--- src/rtl/vec_dot_acc.sv ---
// vec_dot_acc: sequential accumulator that sits directly after the vector multiply/dot unit.
// A job sums a programmed number of VEC_SIZE-wide partial dot products, supplied one per chunk
// over a valid/ready handshake. The scalar result is presented on a registered valid/ready
// output, so the accumulator can handle vectors longer than VEC_SIZE.
//
// Ports:
//   i_clk, i_rst_n     clock (rising edge), asynchronous active-low reset
//   i_start            job start; taken in IDLE, or in DONE together with the output handshake
//   i_num_chunks       chunk count for the job, clamped to MAX_CHUNKS when a start is taken
//   i_abort            synchronous abort to IDLE; overrides every handshake and start
//   i_dot/_valid       partial dot product input; o_dot_ready is high only in ACC
//   o_result/_valid    accumulated dot product; i_result_ready completes the output handshake
//   o_busy             high in ACC or DONE
//   o_chunk_cnt        chunks accepted so far in the current job
//
// Accumulation uses the shared fixed-point saturating add (fixpoint_add).

`ifndef FIXPOINT_WIDTH
`define FIXPOINT_WIDTH 32
`endif

module vec_dot_acc #(
  parameter int unsigned MAX_CHUNKS = 256,
  parameter int unsigned CNT_W      = $clog2(MAX_CHUNKS + 1)
) (
  input  logic                       i_clk,
  input  logic                       i_rst_n,
  input  logic                       i_start,
  input  logic [CNT_W-1:0]           i_num_chunks,
  input  logic                       i_abort,
  input  logic [`FIXPOINT_WIDTH-1:0] i_dot,
  input  logic                       i_dot_valid,
  output logic                       o_dot_ready,
  output logic [`FIXPOINT_WIDTH-1:0] o_result,
  output logic                       o_result_valid,
  input  logic                       i_result_ready,
  output logic                       o_busy,
  output logic [CNT_W-1:0]           o_chunk_cnt
);

  localparam int unsigned FpW = `FIXPOINT_WIDTH;
  localparam logic [CNT_W-1:0] MaxN = CNT_W'(MAX_CHUNKS);

  // Two's-complement add that saturates to the most positive/negative value on overflow.
  function automatic logic [FpW-1:0] fixpoint_add(input logic [FpW-1:0] a,
                                                  input logic [FpW-1:0] b);
    logic [FpW-1:0] s;
    s = a + b;
    if ((a[FpW-1] == b[FpW-1]) && (s[FpW-1] != a[FpW-1])) begin
      s = a[FpW-1] ? {1'b1, {(FpW-1){1'b0}}} : {1'b0, {(FpW-1){1'b1}}};
    end
    return s;
  endfunction

  typedef enum logic [1:0] {
    StIdle = 2'd0,
    StAcc  = 2'd1,
    StDone = 2'd2
  } state_e;

  state_e           state_q, state_d;
  logic [CNT_W-1:0] n_q, n_d;
  logic [CNT_W-1:0] cnt_q, cnt_d;
  logic [FpW-1:0]   acc_q, acc_d;
  logic [FpW-1:0]   result_q, result_d;
  logic             result_valid_q, result_valid_d;

  logic [CNT_W-1:0] n_clamped;
  logic [FpW-1:0]   acc_sum;
  logic             in_hs;
  logic             out_hs;

  assign n_clamped = (i_num_chunks > MaxN) ? MaxN : i_num_chunks;
  assign acc_sum   = fixpoint_add(acc_q, i_dot);
  assign in_hs     = i_dot_valid && (state_q == StAcc);
  assign out_hs    = result_valid_q && i_result_ready;

  always_comb begin
    state_d        = state_q;
    n_d            = n_q;
    cnt_d          = cnt_q;
    acc_d          = acc_q;
    result_d       = result_q;
    result_valid_d = result_valid_q;

    if (i_abort) begin
      state_d        = StIdle;
      result_valid_d = 1'b0;
      cnt_d          = '0;
    end else begin
      unique case (state_q)
        StIdle: begin
          if (i_start) begin
            n_d   = n_clamped;
            acc_d = '0;
            cnt_d = '0;
            if (n_clamped == '0) begin
              // Empty job: result is zero and is offered immediately.
              state_d        = StDone;
              result_d       = '0;
              result_valid_d = 1'b1;
            end else begin
              state_d = StAcc;
            end
          end
        end

        StAcc: begin
          if (in_hs) begin
            acc_d = acc_sum;
            cnt_d = cnt_q + CNT_W'(1);
            if (cnt_q == n_q - CNT_W'(1)) begin
              result_d       = acc_sum;
              result_valid_d = 1'b1;
              state_d        = StDone;
            end
          end
        end

        StDone: begin
          if (out_hs) begin
            result_valid_d = 1'b0;
            // A start coinciding with the output handshake chains straight into the next job.
            if (i_start) begin
              n_d   = n_clamped;
              acc_d = '0;
              cnt_d = '0;
              if (n_clamped == '0) begin
                state_d        = StDone;
                result_d       = '0;
                result_valid_d = 1'b1;
              end else begin
                state_d = StAcc;
              end
            end else begin
              state_d = StIdle;
            end
          end
        end

        default: begin
          state_d        = StIdle;
          result_valid_d = 1'b0;
        end
      endcase
    end
  end

  always_ff @(posedge i_clk or negedge i_rst_n) begin
    if (!i_rst_n) begin
      state_q        <= StIdle;
      n_q            <= '0;
      cnt_q          <= '0;
      acc_q          <= '0;
      result_q       <= '0;
      result_valid_q <= 1'b0;
    end else begin
      state_q        <= state_d;
      n_q            <= n_d;
      cnt_q          <= cnt_d;
      acc_q          <= acc_d;
      result_q       <= result_d;
      result_valid_q <= result_valid_d;
    end
  end

  // Handshake outputs decode from state only; nothing combinational reaches o_result.
  assign o_dot_ready    = (state_q == StAcc);
  assign o_busy         = (state_q != StIdle);
  assign o_result       = result_q;
  assign o_result_valid = result_valid_q;
  assign o_chunk_cnt    = cnt_q;

endmodule

--- config.mk ---
export PLATFORM = sky130hd
export DESIGN_NAME = vec_dot_acc
export DESIGN_NICKNAME = d
export VERILOG_FILES = /design/src/rtl/vec_dot_acc.sv
export SDC_FILE = /design/constraint.sdc
export NUM_CORES = 1
export LEC_CHECK = 0
export ABC_AREA = 1
export BUFFER_PORTS_ARGS = -buffer_cell sky130_fd_sc_hd__buf_2
export CAP_MARGIN = 10
export CORE_ASPECT_RATIO = 0.8
export CORE_MARGIN = 1.5
export CORE_UTILIZATION = 60
export CTS_BUF_LIST = sky130_fd_sc_hd__clkbuf_4
export DETAILED_ROUTE_END_ITERATION = 12
export GPL_ROUTABILITY_DRIVEN = 1
export PLACE_DENSITY_LB_ADDON = 0.08
export SYNTH_ARGS = -nofsm -noshare
export SYNTH_HDL_FRONTEND = slang
export SYNTH_SLANG_ARGS = --single-unit
--- constraint.sdc ---
create_clock -name i_clk -period 2.75 [get_ports i_clk]
set_input_delay 0.275 -clock i_clk [delete_from_list [all_inputs] [get_ports i_clk]]
set_output_delay 0.275 -clock i_clk [all_outputs]
set_load 0.02 [all_outputs]
# Word level (Yosys, flattened, before mapping)
# Index checks and enable logic that the tools add are counted.
word_totals:
  regBits: 85
  out_inout_bits: 44
  word_cells: 77
op_classes:
  add_sub_neg: 3
  n_lt_le_gt_ge: 1
  eq_ne: 13
  mux: 38
  bitwise: 1
  reduce_logical: 15
ops:
  columns: ["operator", "n"]
  rows:
  - ["2-to-1 mux 32 bit", 10]
  - ["one-hot mux 32 bit (3 select lines)", 2]
  - ["2-to-1 mux 9 bit", 7]
  - ["adder 32 bit", 1]
  - ["one-hot mux 9 bit (3 select lines)", 1]
  - ["one-hot mux 9 bit (2 select lines)", 1]
  - ["2-to-1 mux 2 bit", 7]
  - ["AND reduction 5 bit", 2]
  - ["adder 9 x 1 -> 9 bit (second input constant)", 1]
  - ["equality test 9 bit", 1]
  - ["> comparator 9 bit (second input constant)", 1]
  - ["logical NOT 9 bit", 1]
  - ["!= test 3 bit (second input constant)", 3]
  - ["subtractor 9 x 1 -> 9 bit (second input constant)", 1]
  - ["2-to-1 mux 1 bit", 8]
  - ["AND reduction 4 bit", 2]
  - ["!= test 3 x 2 -> 1 bit (second input constant)", 2]
  - ["one-hot mux 2 bit (3 select lines)", 1]
  - ["AND reduction 3 bit", 2]
  - ["!= test 2 x 1 -> 1 bit (second input constant)", 2]
  - ["nonzero test 2 bit", 2]
  - ["nonzero test 4 bit", 1]
  - ["logical AND 1 bit", 3]
  - ["one-hot mux 1 bit (3 select lines)", 1]
  - ["8 further kinds", 8]

# Depth between registers and ports, before layout
# Gate-level depths: netlist of run 1.
depth:
  depth_word: 8
  mapped_depth: 17
  ltp_nobuf: 17

# Least setup slack after synthesis of run 1
# OpenSTA, ideal clock, no wires.
synth_path:
  path_kind: "reg2reg"
  from: "register acc_q[2]"
  to: "register result_q[26], in the netlist o_result[26]"
  setup_time_ns: 0.117
  t_arrival_ns: 1.918
  path_slack_ns: 0.715
  path_stages_with_launch: 15
  n_path_buf: 0
  synth_period_minus_slack_ns: 2.035
  path_cell_list: "dfrtp_1 > ha_1 > or2_2 > nand3_1 > nand2_2 > nand2_1 > nand2_2 > nand2_2 > nand2_2 > nand2_4 > nand2_1 > inv_1 > nand2_1 > nand3_1 > nand2_1"
synth_via:
  elab_chain_len: 7
synth_lines:
  columns: ["element", "line", "source"]
  rows:
  - ["start, declared", "64", "logic [FpW-1:0] acc_q, acc_d;"]
  - ["start signal, assigned", "154", "acc_q <= '0;"]
  - ["start signal, assigned", "161", "acc_q <= acc_d;"]
  - ["adder 32 bit *", "48", "s = a + b;"]
  - ["!= test 1 bit", "49", "if ((a[FpW-1] == b[FpW-1]) && (s[FpW-1] != a[FpW-1])) begin"]
  - ["logical AND 1 bit", "49", null]
  - ["2-to-1 mux 32 bit *", "49", null]
  - ["2-to-1 mux 32 bit *", "112", "if (cnt_q == n_q - CNT_W'(1)) begin"]
  - ["2-to-1 mux 32 bit *", "109", "if (in_hs) begin"]
  - ["one-hot mux 32 bit (3 select lines) *", "91", "unique case (state_q)"]
  - ["end signal, assigned", "162", "result_q <= result_d;"]
  - ["end, declared", "65", "logic [FpW-1:0] result_q, result_d;"]
# Every way passes the cells marked *; elsewhere a longest branch is shown, timed or not. The select of a mux whose other input is x is not followed.
# A chain may end at the register's enable or synchronous reset.

# Final worst setup path of run 1
layout_path:
  from: "register acc_q[14]"
  to: "register result_q[19], in the netlist o_result[19]"
# Same word-level chain as after synthesis.

==> impl_metrics.tcl, run 1 <==
set metrics [dict create \
    synth_seq_cells 85 \
    multi_input_area_um2 3660 \
    cp_slowest_stage_delay_ns 0.48 \
    grt_pass1_vias 5729 \
    r2r_start "acc_q[14]" \
    synthAdderAreaFrac 0.0666 \
    firstDrtPassIters 5 \
    viasPerCell 5.36 \
    synthToLayoutAreaGrowth_pct 11.9 \
    num_rows 33 \
    clock_path_buffers 2 \
    holdWs_ns 0.0584 \
    cts-root-buf "clkbuf_4" \
    cts_tree "done" \
    seqCellArea_um2 2130 \
    max_freq_ghz 0.383 \
    nets 1177 \
    p_leak_uw 0.00422 \
    grt-busiest-layer "met1" \
    avgRoutedWirePerCell_um 14.8 \
    relSlewSlack 0.587 \
    critPathTopFamily "simple AND/OR/NAND/NOR gates" \
    hold_path_class "in2reg" \
    die-area_um2 11500 \
    clock-sinks 85 \
    setup_viol_count_final 0 \
    pre_cts_slack_ns 0.233 \
    cts_resized 0 \
    min_path_cells 3 \
    synthMuxAreaShare 0 \
    status "completed" \
    ys.flop_type "dfrtp_1" \
    slew_viol_final 0 \
    syn_avg_cell_area_um2 6.47 \
    crit_chain "ha_1 -> nand2_1 -> nor2_1 -> nand2_1 -> inv_1 -> nand2_1 -> nand2_2 -> nand2_2 -> nand3b_4 -> nand2_4 -> inv_4 -> buf_4 -> nand2_1 -> o21ai_1" \
    synth_cells 1005 \
    synth_area_leaders "dfrtp_1, nand2_1, inv_1" \
    grt_pass1_wl_mm 29.0 \
    drtIter0Drc 581 \
    die-width_um 119 \
    path_clk_slew_ns 0.17 \
    ant_nets 0 \
    clk_latency_ns 0.46 \
    power-per-cell-area_nw_per_um2 874 \
    synth_edf_count 0 \
    grt_max_degree 50 \
    worstPathArrival_ns 3.01 \
    antenna_cells 0 \
    yosys_warnings 0 \
    synth_top_family_by_area "simple AND/OR/NAND/NOR gates" \
    syn-num-nets 1086 \
    synth-xor-area-share 0.0256 \
    crit_fanout 18 \
    wl_mm 18.4 \
    via_count 6653 \
    cp.required_ns 3.14 \
    layout-drive-gt1-share 0.133 \
    grtUsageMet1 0.512 \
    crit_path_end_kind "register" \
    finalNonFillerCells 1241 \
    dp_cells 1224 \
    grtUsageMet3 0.0806 \
    netlist_area_um2 6500 \
    reg2reg_depth 14 \
    yosysSeqAreaShare 0.327 \
    hold_viol 0 \
    synthMostInstantiatedCell "nand2_1" \
    synth_common_cells "nand2_1, inv_1, dfrtp_1" \
    die_y_um 96.1 \
    synth_area_leader_cell "dfrtp_1" \
    worst_pin_slew_ns 0.619 \
    finalSetupTns_ns 0 \
    clock_skew_ns 0.0171 \
    h-tree-depth 3 \
    grt_overflow 0 \
    port_buffers 90 \
    worstHoldStart "i_num_chunks[1]" \
    num-fill-cells 1005 \
    drc 0 \
    path_common_cell "nand2_1" \
    min_to "n_q[1]" \
    hpwl_mm 14.8 \
    yosys.area_share.simple 0.377 \
    cap_violations 0 \
    worst-path-buf-inv 3 \
    place.gp.congestion 1.00 \
    met2_usage 0.471 \
    layout_setup_ws_ns 0.136 \
    timing.rr.end "o_result[19]" \
    r2r_slack_ns 0.14 \
    layout_min_cycle_time_ns 2.61 \
    irDropWorstVdd_mv 0.636 \
    synth_compound_area_frac 0.0934 \
    p_total_uw 6350 \
    slowest_stage "dfrtp_1" \
    yosysUniqueCellTypes 42 \
    numCtsBuffers 9 \
    start_util 0.625 \
    io_pins 91 \
    synth_top_area_share 0.327 \
    period_share 0.951 \
    ys_async_sr_fraction 1.00 \
    antenna_found_initial 0 \
    cp-start-kind "register" \
    worst-setup-path-type "reg2reg" \
    rsz0062_at_grt "no" \
    grt_use_total 0.331 \
    coreArea_um2 10400 \
]
## state kept, by name (all words and copies together) (netlist names)
signal	flops
o_result	32
state_q	2
acc_q	32
n_q	9
o_result_valid	1
o_chunk_cnt	9
## repair_timing
item	4_1_cts	5_1_grt
hold buffers	1	0
hold endpoints to repair	44	0
buffers inserted	0	0
## placed cells by master, fill, tap and decap left out, drive strengths merged, types with 3 or more instances in the layout
master	Yosys	final
nand2	401	401
inv	150	154
buf	15	100
dfrtp	85	85
nand3	77	77
nor2	74	74
o21ai	65	65
ha	33	33
a21oi	29	29
xnor2	15	15
nand4	11	11
nor3	10	10
clkbuf	6	9
o22ai	6	6
o21bai	6	6
nand3b	5	5
xor2	4	4
clkinv	0	3
## per-layer routing
layer | share of wire | vias up | routed length, um
li1 | - | 3341 | -
met1 | 0.49 | 3017 | 9080
met2 | 0.39 | 283 | 7230
met3 | 0.10 | 12 | 1920
met4 | 0.0080 | 0 | 148
met5 | 0 | - | 0
## how the worst max path moves through the flow
| stage | startpoint | slack (ns) | cells after the start | end |
|---|---|---|---|---|
| after floorplan | acc_q[2] | 0.71 | 14 | o_result[26] |
| after global routing | acc_q[14] | 0.006 | 13 | acc_q[21] |
| after global placement | acc_q[14] | 0.28 | 14 | acc_q[17] |
| final | acc_q[14] | 0.14 | 14 | o_result[19] |
| after detailed placement | acc_q[14] | 0.23 | 14 | acc_q[29] |
| after CTS | acc_q[14] | 0.21 | 14 | acc_q[17] |
## per-stage QoR
stage / utilization / cell area, um^2
floorplan: - / 6500
global placement: 0.683 / 7110
detailed placement: 0.683 / 7110
CTS: 0.699 / 7270
global route: 0.699 / 7270
finish: 0.699 / 7270
## logic make-up (layout without fill, tap and decap cells)
| logic type | after synthesis | in the layout |
|---|---|---|
| AO/OA/AOI/OAI | 112 | 112 |
| XOR/XNOR | 19 | 19 |
| adder cells (fa/ha/maj) | 34 | 34 |
| buffers and inverters | 171 | 267 |
| flip-flops | 85 | 85 |
| AND/OR/NAND/NOR | 584 | 584 |
## power by group
part | internal (uW) | switching (uW) | total (uW)
Clock | 228 | 549 | 777
Sequential | 1600 | 304 | 1900
Combinational | 1240 | 2440 | 3670
## tightest hold or removal path, delay by kind of cell
| family | cells | cell delay (ns) |
|---|---|---|
| AOI/OAI and AO/OA | 1 | 0.06 |
| buffers and inverters | 1 | 0.10 |
| and+or+nand+nor | 1 | 0.05 |
## area by class of cell
type                            instances  share of cell area
Sequential cell                        85               0.292
Clock buffer                            9             0.00929
Timing Repair Buffer                  101              0.0809
Inverter                              150              0.0778
Clock inverter                          7              0.0122
Multi-Input combinational cell        749               0.503
Tap cell                              140              0.0241
(Power assumes the default switching activity.)
==> run 2: changes to the inputs <==
--- a/config.mk
+++ b/config.mk
@@ -10,7 +10,7 @@
 export CAP_MARGIN = 10
 export CORE_ASPECT_RATIO = 0.8
 export CORE_MARGIN = 1.5
-export CORE_UTILIZATION = 60
+export CORE_UTILIZATION = 65
 export CTS_BUF_LIST = sky130_fd_sc_hd__clkbuf_4
 export DETAILED_ROUTE_END_ITERATION = 12
 export GPL_ROUTABILITY_DRIVEN = 1
==> constraint.sdc (replaced) <==
create_clock -name i_clk -period 3.3 [get_ports i_clk]
set_input_delay 0.33 -clock i_clk [delete_from_list [all_inputs] [get_ports i_clk]]
set_output_delay 0.33 -clock i_clk [all_outputs]
set_load 0.02 [all_outputs]
==> impl_metrics.tcl, run 2 (synthesized netlist as in run 1, its figures left out) <==
set metrics [dict create \
    status "completed" \
    antenna_cells 0 \
    irDropWorstVdd_mv 0.577 \
    avgRoutedWirePerCell_um 14.1 \
    place.gp.congestion 1.03 \
    start_util 0.671 \
    die-area_um2 10600 \
    path_clk_slew_ns 0.17 \
    grt_pass1_wl_mm 28.1 \
    cp-start-kind "register" \
    grt_use_total 0.341 \
    p_leak_uw 0.00416 \
    coreArea_um2 9690 \
    die_y_um 92.4 \
    layout-drive-gt1-share 0.128 \
    finalNonFillerCells 1231 \
    clock_path_buffers 2 \
    hold_viol 0 \
    io_pins 91 \
    rsz0062_at_grt "no" \
    firstDrtPassIters 6 \
    layout_min_cycle_time_ns 2.68 \
    via_count 6578 \
    period_share 0.812 \
    numCtsBuffers 9 \
    h-tree-depth 3 \
    drc 0 \
    slew_viol_final 0 \
    max_freq_ghz 0.373 \
    wl_mm 17.4 \
    relSlewSlack 0.514 \
    fin_area_um2 7160 \
    grt_pass1_vias 5756 \
    power-per-cell-area_nw_per_um2 722 \
    clock-sinks 85 \
    cp.required_ns 3.68 \
    viasPerCell 5.34 \
    ant_nets 0 \
    crit_fanout 33 \
    setup_viol_count_final 0 \
    layout_commonest_cell "nand2_1" \
    grt_overflow 0 \
    num_rows 32 \
    grt_max_degree 52 \
    hpwl_mm 14.0 \
    num-fill-cells 873 \
    mostFrequentLayoutCells "nand2_1, inv_1, buf_2" \
    cts-root-buf "clkbuf_4" \
    place_area_um2 7010 \
    hold_path_class "in2reg" \
    die-width_um 115 \
    clk_latency_ns 0.46 \
    holdWs_ns 0.103 \
    drtIter0Drc 620 \
    cap_violations 0 \
    finalSetupTns_ns 0 \
    port_buffers 90 \
    worst_pin_slew_ns 0.727 \
    synthToLayoutAreaGrowth_pct 10.2 \
    cts_tree "done" \
    worst-setup-path-type "reg2reg" \
    nets 1171 \
    dp_cells 1214 \
    clock_skew_ns 0.0169 \
    worstPathArrival_ns 3.06 \
    crit_path_end_kind "register" \
    antenna_found_initial 0 \
]
-- run 2: cell count changes in the layout (fill, tap and decap cells not counted) --
cell        change
clkinvlp_4      +1
buf_4           -2
clkinv_8        -1
buf_12          -4
clkinv_4        +1
inv_6           -1
-- run 2: per-stage QoR --
step                      utilization  setup slack (ns)  total power [uW]
after floorplan                     -              1.26              3770
after detailed placement        0.723             0.683              4500
final                           0.739             0.621              5170
after global routing            0.739             0.380              5610
after global placement          0.723             0.733              4450
after CTS                       0.739             0.657              5120
-- run 2: power by group --
part | switching [uW] | internal, uW | total [uW] | leakage (uW)
Sequential | 245 | 1330 | 1580 | 0.00115
Clock | 428 | 182 | 609 | 0.0000761
Combinational | 2010 | 971 | 2980 | 0.00294
-- run 2: per-layer routing --
metal	part of all wire	wire length, um	track usage
met1	0.50	8650	0.548
met2	0.39	6740	0.464
met3	0.10	1780	0.0805
met4	0.012	216	0.0700
met5	0	0	0
-- run 2: layout make-up --
cell class	count	area [um^2]	area share
multi-input cells	749	3660	0.511
repair buffers	95	493	0.0688
well taps	136	170	0.0238
inverters	150	566	0.0789
clock buffers	9	67.6	0.00943
flip-flops and latches	85	2130	0.297
clock inverters	7	80.1	0.0112
-- run 2: final timing paths --
check	slack [ns]	endpoint	start	depth (start not counted)
min reg2reg	0.49	o_result[27]	o_result[27]	2
min in group asynchronous	0.36	acc_q[8]	i_rst_n	2
max in group asynchronous	2.20	o_chunk_cnt[5]	i_rst_n	3
max	0.62	acc_q[19]	acc_q[11]	13
max reg2reg	0.62	acc_q[19]	acc_q[11]	13
min	0.10	n_q[3]	i_num_chunks[3]	3
-- run 2: worst max-delay path, cell delays in order (launching register included) --
cell      delay [ns]
dfrtp_1         0.47
ha_1            0.41
nand2_1         0.11
nor2_1          0.22
nand2_1         0.12
inv_1           0.07
nand2_1         0.06
nand2_2         0.10
nand2_2         0.08
nand3b_4        0.26
nand2_4         0.11
inv_4           0.28
nand2_1         0.16
o21ai_1         0.14
-- run 2: repair_timing --
action / 4_1_cts / 5_1_grt
resized for setup: 0 / 0
buffers inserted: 0 / 0
hold buffers: 1 / 0
hold endpoints to repair: 33 / 0
